`config.mk`:
```
export PLATFORM = sky130hd
export DESIGN_NAME = i2c_master_ctrl
export DESIGN_NICKNAME = d
export VERILOG_FILES = /design/src/rtl/i2c_master_ctrl.sv
export SDC_FILE = /design/constraint.sdc
export NUM_CORES = 1
export LEC_CHECK = 0
export CORE_AREA = 8 8 89 91
export DETAILED_ROUTE_END_ITERATION = 12
export DIE_AREA = 0 0 97 99
export SLEW_MARGIN = 20
export SYNTH_ARGS = -nofsm -noshare
export SYNTH_HDL_FRONTEND = slang
export SYNTH_SLANG_ARGS = --single-unit
```
`constraint.sdc`:
```
create_clock -name clk -period 2.9 [get_ports clk]
set_clock_uncertainty 0.2 [all_clocks]
set_input_delay 0.435 -clock clk [delete_from_list [all_inputs] [get_ports clk]]
set_output_delay 0.435 -clock clk [all_outputs]
set_load 0.02 [all_outputs]
```
`src/rtl/i2c_master_ctrl.sv`:
```
// I2C master controller: START, 7-bit address + R/W, cmd_len+1 data bytes, STOP, open-drain enables.
// Optional macro I2C_CLK_STRETCH_EN: SCL-high quarters wait for scl_i=1 (slave clock stretching).
module i2c_master_ctrl #(
  parameter int QTR_DIV = 25,
  parameter int DATA_W  = 8,
  parameter int LEN_W   = 4
) (
  input  logic              clk,
  input  logic              rst,
  input  logic              cmd_valid,
  output logic              cmd_ready,
  input  logic [6:0]        cmd_addr,
  input  logic              cmd_rw,
  input  logic [LEN_W-1:0]  cmd_len,
  input  logic [DATA_W-1:0] wr_data,
  input  logic              wr_valid,
  output logic              wr_ready,
  output logic [DATA_W-1:0] rd_data,
  output logic              rd_valid,
  output logic              busy,
  output logic              done,
  output logic              ack_error,
  input  logic              scl_i,
  input  logic              sda_i,
  output logic              scl_oe,
  output logic              sda_oe,
  output logic [3:0]        dbg_state
);
  // Handshakes: a command transfers on cmd_valid & cmd_ready; a write byte transfers in the cycle
  // wr_ready is high (only while wr_valid is high); rd_valid and done are pulses with no back-pressure.
  localparam int SH_W = (DATA_W > 8) ? DATA_W : 8;
  localparam int QW   = $clog2(QTR_DIV);
  localparam int BW   = $clog2(SH_W);
  localparam logic [QW-1:0] Q_LAST = QW'(QTR_DIV - 1);
  localparam logic [BW-1:0] A_LAST = BW'(7);
  localparam logic [BW-1:0] D_LAST = BW'(DATA_W - 1);

  typedef enum logic [3:0] {
    S_IDLE, S_START, S_ADDR, S_A_ACK, S_WRITE, S_W_ACK, S_READ, S_M_ACK, S_STOP
  } state_t;

  state_t            state_q, state_d;
  logic [QW-1:0]     qcnt_q, qcnt_d;
  logic [1:0]        qtr_q, qtr_d;
  logic [BW-1:0]     bit_q, bit_d;
  logic [LEN_W-1:0]  cnt_q, cnt_d;
  logic [SH_W-1:0]   sh_q, sh_d;
  logic [DATA_W-2:0] rx_q, rx_d;
  logic [DATA_W-1:0] rd_data_q, rd_data_d;
  logic rw_q, rw_d, have_q, have_d, nack_q, nack_d;
  logic ack_err_q, ack_err_d, done_q, done_d, rd_valid_q, rd_valid_d;

  logic bit_slot, stall, hold, q_end, slot_end, sample, last_bit, accept;
  logic [DATA_W-1:0] rx_full;

  always_comb begin
    bit_slot = state_q inside {S_ADDR, S_A_ACK, S_WRITE, S_W_ACK, S_READ, S_M_ACK};
    stall    = (state_q == S_WRITE) && !have_q;
`ifdef I2C_CLK_STRETCH_EN
    hold = !scl_i && ((bit_slot && !stall && qtr_q == 2'd2) || (state_q == S_STOP && qtr_q == 2'd1));
`else
    hold = scl_i & 1'b0;
`endif
    q_end    = (qcnt_q == Q_LAST) && !hold;
    slot_end = q_end && (qtr_q == 2'd3);
    sample   = bit_slot && !stall && (qtr_q == 2'd2) && (qcnt_q == Q_LAST) && !hold;
    last_bit = (state_q == S_ADDR) ? (bit_q == A_LAST) : (bit_q == D_LAST);
    rx_full  = {rx_q, sda_i};

    scl_oe = (bit_slot && (stall || !qtr_q[1])) || (state_q == S_STOP && qtr_q == 2'd0);
    case (state_q)
      S_START:         sda_oe = 1'b1;
      S_ADDR, S_WRITE: sda_oe = !stall && !sh_q[SH_W-1];
      S_M_ACK:         sda_oe = (cnt_q != '0);
      S_STOP:          sda_oe = !qtr_q[1];
      default:         sda_oe = 1'b0;
    endcase

    cmd_ready = (state_q == S_IDLE) && rst;
    accept    = cmd_valid && cmd_ready;
    busy      = (state_q != S_IDLE);
    done      = done_q;
    rd_valid  = rd_valid_q;
    rd_data   = rd_data_q;
    ack_error = ack_err_q && !accept;
    dbg_state = state_q;
  end

  always_comb begin
    state_d = state_q; qcnt_d = qcnt_q; qtr_d = qtr_q; bit_d = bit_q; cnt_d = cnt_q;
    sh_d = sh_q; rx_d = rx_q; rd_data_d = rd_data_q; rw_d = rw_q; have_d = have_q;
    nack_d = nack_q; ack_err_d = ack_err_q; done_d = 1'b0; rd_valid_d = 1'b0;
    wr_ready = 1'b0;

    if (state_q != S_IDLE && !stall) begin
      if (q_end) begin
        qcnt_d = '0;
        qtr_d  = qtr_q + 2'd1;
      end else if (!hold) begin
        qcnt_d = qcnt_q + QW'(1);
      end
    end

    case (state_q)
      S_IDLE: if (accept) begin
        state_d   = S_START;
        sh_d      = SH_W'({cmd_addr, cmd_rw}) << (SH_W - 8);
        rw_d      = cmd_rw;
        cnt_d     = cmd_len;
        ack_err_d = 1'b0;
        qcnt_d    = '0;
        qtr_d     = 2'd0;
        bit_d     = '0;
      end
      S_START: if (q_end && qtr_q == 2'd1) begin
        state_d = S_ADDR;
        qtr_d   = 2'd0;
      end
      S_STOP: if (slot_end) begin
        state_d = S_IDLE;
        done_d  = 1'b1;
      end
      default: begin
        if (stall) begin
          // SCL stays low until a byte is offered; bit timing restarts at q0 after the fetch
          if (wr_valid) begin
            wr_ready = 1'b1;
            sh_d     = SH_W'(wr_data) << (SH_W - DATA_W);
            have_d   = 1'b1;
            qcnt_d   = '0;
            qtr_d    = 2'd0;
          end
        end else begin
          if (sample) begin
            if (state_q == S_A_ACK || state_q == S_W_ACK) begin
              nack_d    = sda_i;
              ack_err_d = ack_err_q | sda_i;
            end else if (state_q == S_READ) begin
              rx_d = rx_full[DATA_W-2:0];
              if (last_bit) begin
                rd_data_d  = rx_full;
                rd_valid_d = 1'b1;
              end
            end
          end
          if (slot_end) begin
            bit_d = bit_q + BW'(1);
            if (state_q == S_ADDR || state_q == S_WRITE) sh_d = sh_q << 1;
            case (state_q)
              S_ADDR:  if (last_bit) begin state_d = S_A_ACK; bit_d = '0; end
              S_WRITE: if (last_bit) begin state_d = S_W_ACK; bit_d = '0; end
              S_READ:  if (last_bit) begin state_d = S_M_ACK; bit_d = '0; end
              S_A_ACK: begin
                bit_d = '0;
                if (nack_q)    state_d = S_STOP;
                else if (rw_q) state_d = S_READ;
                else begin state_d = S_WRITE; have_d = 1'b0; end
              end
              S_W_ACK: begin
                bit_d = '0;
                if (nack_q || cnt_q == '0) state_d = S_STOP;
                else begin state_d = S_WRITE; have_d = 1'b0; cnt_d = cnt_q - LEN_W'(1); end
              end
              S_M_ACK: begin
                bit_d = '0;
                if (cnt_q == '0) state_d = S_STOP;
                else begin state_d = S_READ; cnt_d = cnt_q - LEN_W'(1); end
              end
              default: state_d = S_STOP;
            endcase
          end
        end
      end
    endcase
  end

  always_ff @(posedge clk) begin
    if (!rst) begin
      state_q <= S_IDLE; qcnt_q <= '0; qtr_q <= 2'd0; bit_q <= '0; cnt_q <= '0;
      sh_q <= '0; rx_q <= '0; rd_data_q <= '0; rw_q <= 1'b0; have_q <= 1'b0;
      nack_q <= 1'b0; ack_err_q <= 1'b0; done_q <= 1'b0; rd_valid_q <= 1'b0;
    end else begin
      state_q <= state_d; qcnt_q <= qcnt_d; qtr_q <= qtr_d; bit_q <= bit_d; cnt_q <= cnt_d;
      sh_q <= sh_d; rx_q <= rx_d; rd_data_q <= rd_data_d; rw_q <= rw_d; have_q <= have_d;
      nack_q <= nack_d; ack_err_q <= ack_err_d; done_q <= done_d; rd_valid_q <= rd_valid_d;
    end
  end
endmodule

```
Yosys cells after proc, flatten, opt, wreduce, memory -nomap -nowiden

Cells that the tools add are included.

Register bits: 47
Bits of input ports: 26
Logic and storage cells: 173

Add/subtract/negate cells: 4
Eq/ne operators: 28
Muxes and demuxes: 64
Bitwise gates (word level): 8
Reductions and logical operators: 55

Operators with widths:

| operator                                            | number |
|---|---|
| two-way mux 4 bit                                   | 16 |
| two-way mux 8 bit                                   | 5 |
| two-way mux 5 bit                                   | 5 |
| one-hot mux 4 bit (6 select lines)                  | 1 |
| equality test 4 x 3 -> 1 bit, second input constant | 4 |
| one-hot mux 4 bit (2 select lines)                  | 2 |
| one-hot mux 8 bit (2 select lines)                  | 1 |
| two-way mux 1 bit                                   | 15 |
| != test 3 bit, second input constant                | 5 |
| AND reduction 5 bit                                 | 3 |
| nonzero test 3 bit                                  | 5 |
| two-way mux 2 bit                                   | 7 |
| AND reduction 7 bit                                 | 2 |
| logical AND 1 bit                                   | 13 |
| two-way mux 3 bit                                   | 4 |
| one-hot mux 3 bit (2 select lines)                  | 2 |
| one-hot mux 4 bit (3 select lines)                  | 1 |
| != test 5 x 4 -> 1 bit, second input constant       | 2 |
| one-hot mux 5 bit (2 select lines)                  | 1 |
| OR reduction 3 bit                                  | 3 |
| equality test 4 x 2 -> 1 bit, second input constant | 2 |
| logical NOT 4 bit                                   | 2 |
| != test 2 bit, second input constant                | 4 |
| AND reduction 4 bit                                 | 2 |
| 30 further kinds                                    | 52 |

Depth between registers and ports, before layout

Depth after elaboration: 9
Depth in mapped cells: 9
Depth with buffers taken out: 7

Worst setup path after synthesis

OpenSTA, ideal clock, no wires.

Path type: flip-flop to output port
Start point: register state_q[0] (netlist: dbg_state[0])
End point: output port cmd_ready
Data arrival time: 1745 ps
Required time: 2265 ps
Setup slack: 520 ps
Stages on the path, launching flop included: 7
Path buffers: 3
Cell sequence: dfxtp_1 -> clkbuf_1 -> nor4_1 -> buf_2 -> inv_2 -> clkbuf_1 -> nor2_1

Longest elaborated chain between the ends: 2

Ends and longest elaborated chain:

| item                   | RTL line | RTL |
|---|---|---|
| start, declared        | 42       | `state_t state_q, state_d;` |
| start signal, assigned | 183      | `state_q <= state_d; qcnt_q <= qcnt_d; qtr_q <= qtr_d; bit_q <= bit_d; cnt_q <= cnt_d;` |
| logical NOT 4 bit      | 79       | `cmd_ready = (state_q == S_IDLE) && rst;` |
| logical AND 1 bit      | 79       |  |
| end, declared          | 11       | `output logic cmd_ready,` |

No other way between the ends.

Worst setup path in the final report

Start point: register state_q[0] (netlist: dbg_state[0])
End point: output port scl_oe

Longest elaborated chain between the ends: 5

Ends and longest elaborated chain:

| item                                                                       | RTL line | RTL |
|---|---|---|
| parallel branches: the longest is 4 deep, another holds nonzero test 6 bit | --       |  |
| logical OR 1 bit (*)                                                       | 70       | `scl_oe = (bit_slot && (stall \|\| !qtr_q[1])) \|\| (state_q == S_STOP && qtr_q == 2'd0);` |
| end, declared                                                              | 25       | `output logic scl_oe,` |

Mark *: on every way between the ends.

==> results.yml <==
outcome:
  status: "finished, final reports clean"
setup_path:
  crit_slowest_cell: "clkdlybuf4s50_1"
  cp-end-kind: "output port"
  crit_arrival_ns: 2.13
  crit_path_start_kind: "register"
  cp_cell_sequence: "nor3_4, nand2_1, a211oi_1, a21o_1, clkdlybuf4s50_1"
  criticalPathCategory: "reg2out"
  max_stage_delay_ns: 0.60
  critPathRequiredTime_ns: 2.27
  path_max_fanout: 8
timing:
  finalCritPeriodShare_pct: 95.5
  fmax_mhz: 361
  rsz0062_at_grt: "false"
  fin_setup_tns_ns: 0
  max_slew_margin_pct: 61.9
  slew_violations: 0
  setup_viol: 0
  finalHoldViolations: 0
  worst_slew_pin_slew_ns: 0.571
  post-route-min-period_ns: 2.77
pwr:
  p_seq_share_pct: 31.7
  power_density_mw_per_mm2: 780
  leakage_nw: 1.47
  p_sw_uw: 985
  p_comb_share_pct: 45.5
  clockPowerShare_pct: 22.7
  intPower_mw: 1.62
  ir_drop_mv: 0.438
  switching_share_pct: 37.8
layout:
  final_common_cell: "dfxtp_1"
  final_cell_mix: "dfxtp_1, clkdlybuf4s50_1, nor2_1"
  final_core_util_pct: 50.8
  n_antenna_cell: 0
  drive_above_1_share_pct: 11.5
  area_delta_synth_final_pct: 30.4
  nNetsFinal: 392
clock_network:
  htreeDepth: 2
  clockBufferDepth: 2
  numCtsBuffers: 5
  cts_sinks: 47
  clkLatencyLatePin_ns: 0.31
  cts_setup_buffers: 0
  clk_pin_slew_ns: 0.09
  hold_buffers: 0
  clockRootBuffer: "clkbuf_8"
  cts_tree: "yes"
global_routing:
  grt_usage_pct: 13.4
  grt_pass1_wl_um: 10900
  first_global_vias: 2310
  grt_antenna_before_repair: 0
  grt-ovfl-total: 0
  grt_max_degree: 28
detailed_routing:
  vias_per_cell: 5.25
  drc: 0
  ant_nets: 0
  totalWireLength_um: 6320
  num_vias: 2299
  wl_per_cell_um: 14.4
  drtPass1Iterations: 4
  drt_iter0_drc: 108
place:
  io_buffer_count: 44
  gp_congestion: 0.904
  dp_hpwl_um: 4790
synth:
  async_flop_share_pct: 0
  seq_area_frac_synth_pct: 36.8
  synth_warnings: 0
  syn_avg_cell_area_um2: 8.37
  synth-seq-cells: 47
  synth_edf_count: 0
  synthFlopType: "dfxtp_1"
  synthCells: 306
  synthesis.area_mm2: 0.00256
  synthDistinctLibCells: 54
  syn_nets: 341
run:
  drv_cap: 0
die:
  dieHeight_um: 99
  initial_core_util_pct: 39.0
  io_pins: 46
  die_x_um: 97
  rows: 30
  dieArea_mm2: 0.00960
  core_mm2: 0.00657
worst_hold_path:
  hp-class: "reg2reg"
## registers in the layout, indices dropped and copies added (netlist names)
| register | count |
|---|---|
| have_q | 1 |
| bit_q | 3 |
| done | 1 |
| nack_q | 1 |
| qtr_q | 2 |
| sh_q | 8 |
| cnt_q | 4 |
| rx_q | 7 |
| rd_data | 8 |
| rw_q | 1 |
| rd_valid | 1 |
| qcnt_q | 5 |
| ack_err_q | 1 |
| dbg_state | 4 |
## area by class of cell
class,instances,area (um2)
fillers,632,3230
multi-input cells,221,1480
flip-flops and latches,47,946
repair buffers,64,601
well taps,80,100
clock inverters,3,71.3
clock buffers,5,68.8
inverters,18,67.6
## routing by layer
layer	GRT usage (%)	share of wire (%)	vias up	wire length [um]
met5	0	0	-	0
met4	4.73	1.8	0	112
met3	2.73	3.7	12	235
met2	22.8	47	42	2960
met1	16.3	48	1058	3010
li1	-	-	1187	-
## stage by stage
step	hold WS, ns	total power, mW	setup slack (ns)	std cells	instance area (um2)
after global routing	0.275	2.79	0.0211	438	3340
after global placement	0.240	2.01	0.238	430	3170
final	0.254	2.60	0.132	438	3340
after detailed placement	0.243	2.02	0.157	430	3170
after floorplan	0.225	1.59	0.520	306	2560
after CTS	0.257	2.62	0.00743	438	3320
## cell usage after synthesis, drive strengths merged, types with 8 or more instances
master   number  area share, %
nor2         34            5.0
buf           9            1.7
a21oi        14            2.7
inv          18            2.6
dfxtp        47             37
mux2i        22            8.6
o2111ai       8            2.7
and3          9            2.2
nand2        32            4.7
ha            9            4.4
a211o         8            2.7
o21ai        19            3.7
clkbuf       11            1.6
## final timing paths
kind                startpoint  endpoint  slack (ns)  cells past startpoint
setup / recovery  dbg_state[0]    scl_oe        0.13                      5
hold / removal         sh_q[4]   sh_q[4]        0.25                      2
hold reg to reg        sh_q[4]   sh_q[4]        0.25                      2
setup reg to reg      cnt_q[0]  cnt_q[0]        0.19                      8
## logic make-up after synthesis
| group | Yosys count | share of synthesized area, % |
|---|---|---|
| XOR/XNOR | 7 | 2.39 |
| flip-flops | 47 | 36.8 |
| AO/OA/AOI/OAI | 73 | 20.3 |
| multiplexers | 22 | 8.60 |
| buffers and inverters | 38 | 5.96 |
| AND/OR/NAND/NOR | 110 | 21.6 |
| adder cells (fa/ha/maj) | 9 | 4.40 |
## worst max-delay path, delay by kind of cell, from the launching register on
family,cells,cell delay [ns]
buffers and inverters,1,0.60
flip-flops,1,0.42
AO/OA/AOI/OAI,2,0.41
AND/OR/NAND/NOR,2,0.40
## power by group through the flow
| stage | Combinational (mW) | Clock (mW) | Sequential [mW] |
|---|---|---|---|
| 2_1_floorplan | 0.772 | 0 | 0.822 |
| 3_3_place_gp | 1.18 | 0 | 0.833 |
| 3_5_place_dp | 1.19 | 0 | 0.836 |
| 4_1_cts | 1.20 | 0.604 | 0.822 |
| 5_1_grt | 1.33 | 0.627 | 0.839 |
| 6_report | 1.19 | 0.591 | 0.826 |
## repair_timing
item,in CTS,in global routing
gates resized for setup,2,7
endpoints found under the setup margin,3,6
hold endpoints to repair,0,0
(Power assumes the default switching activity.)
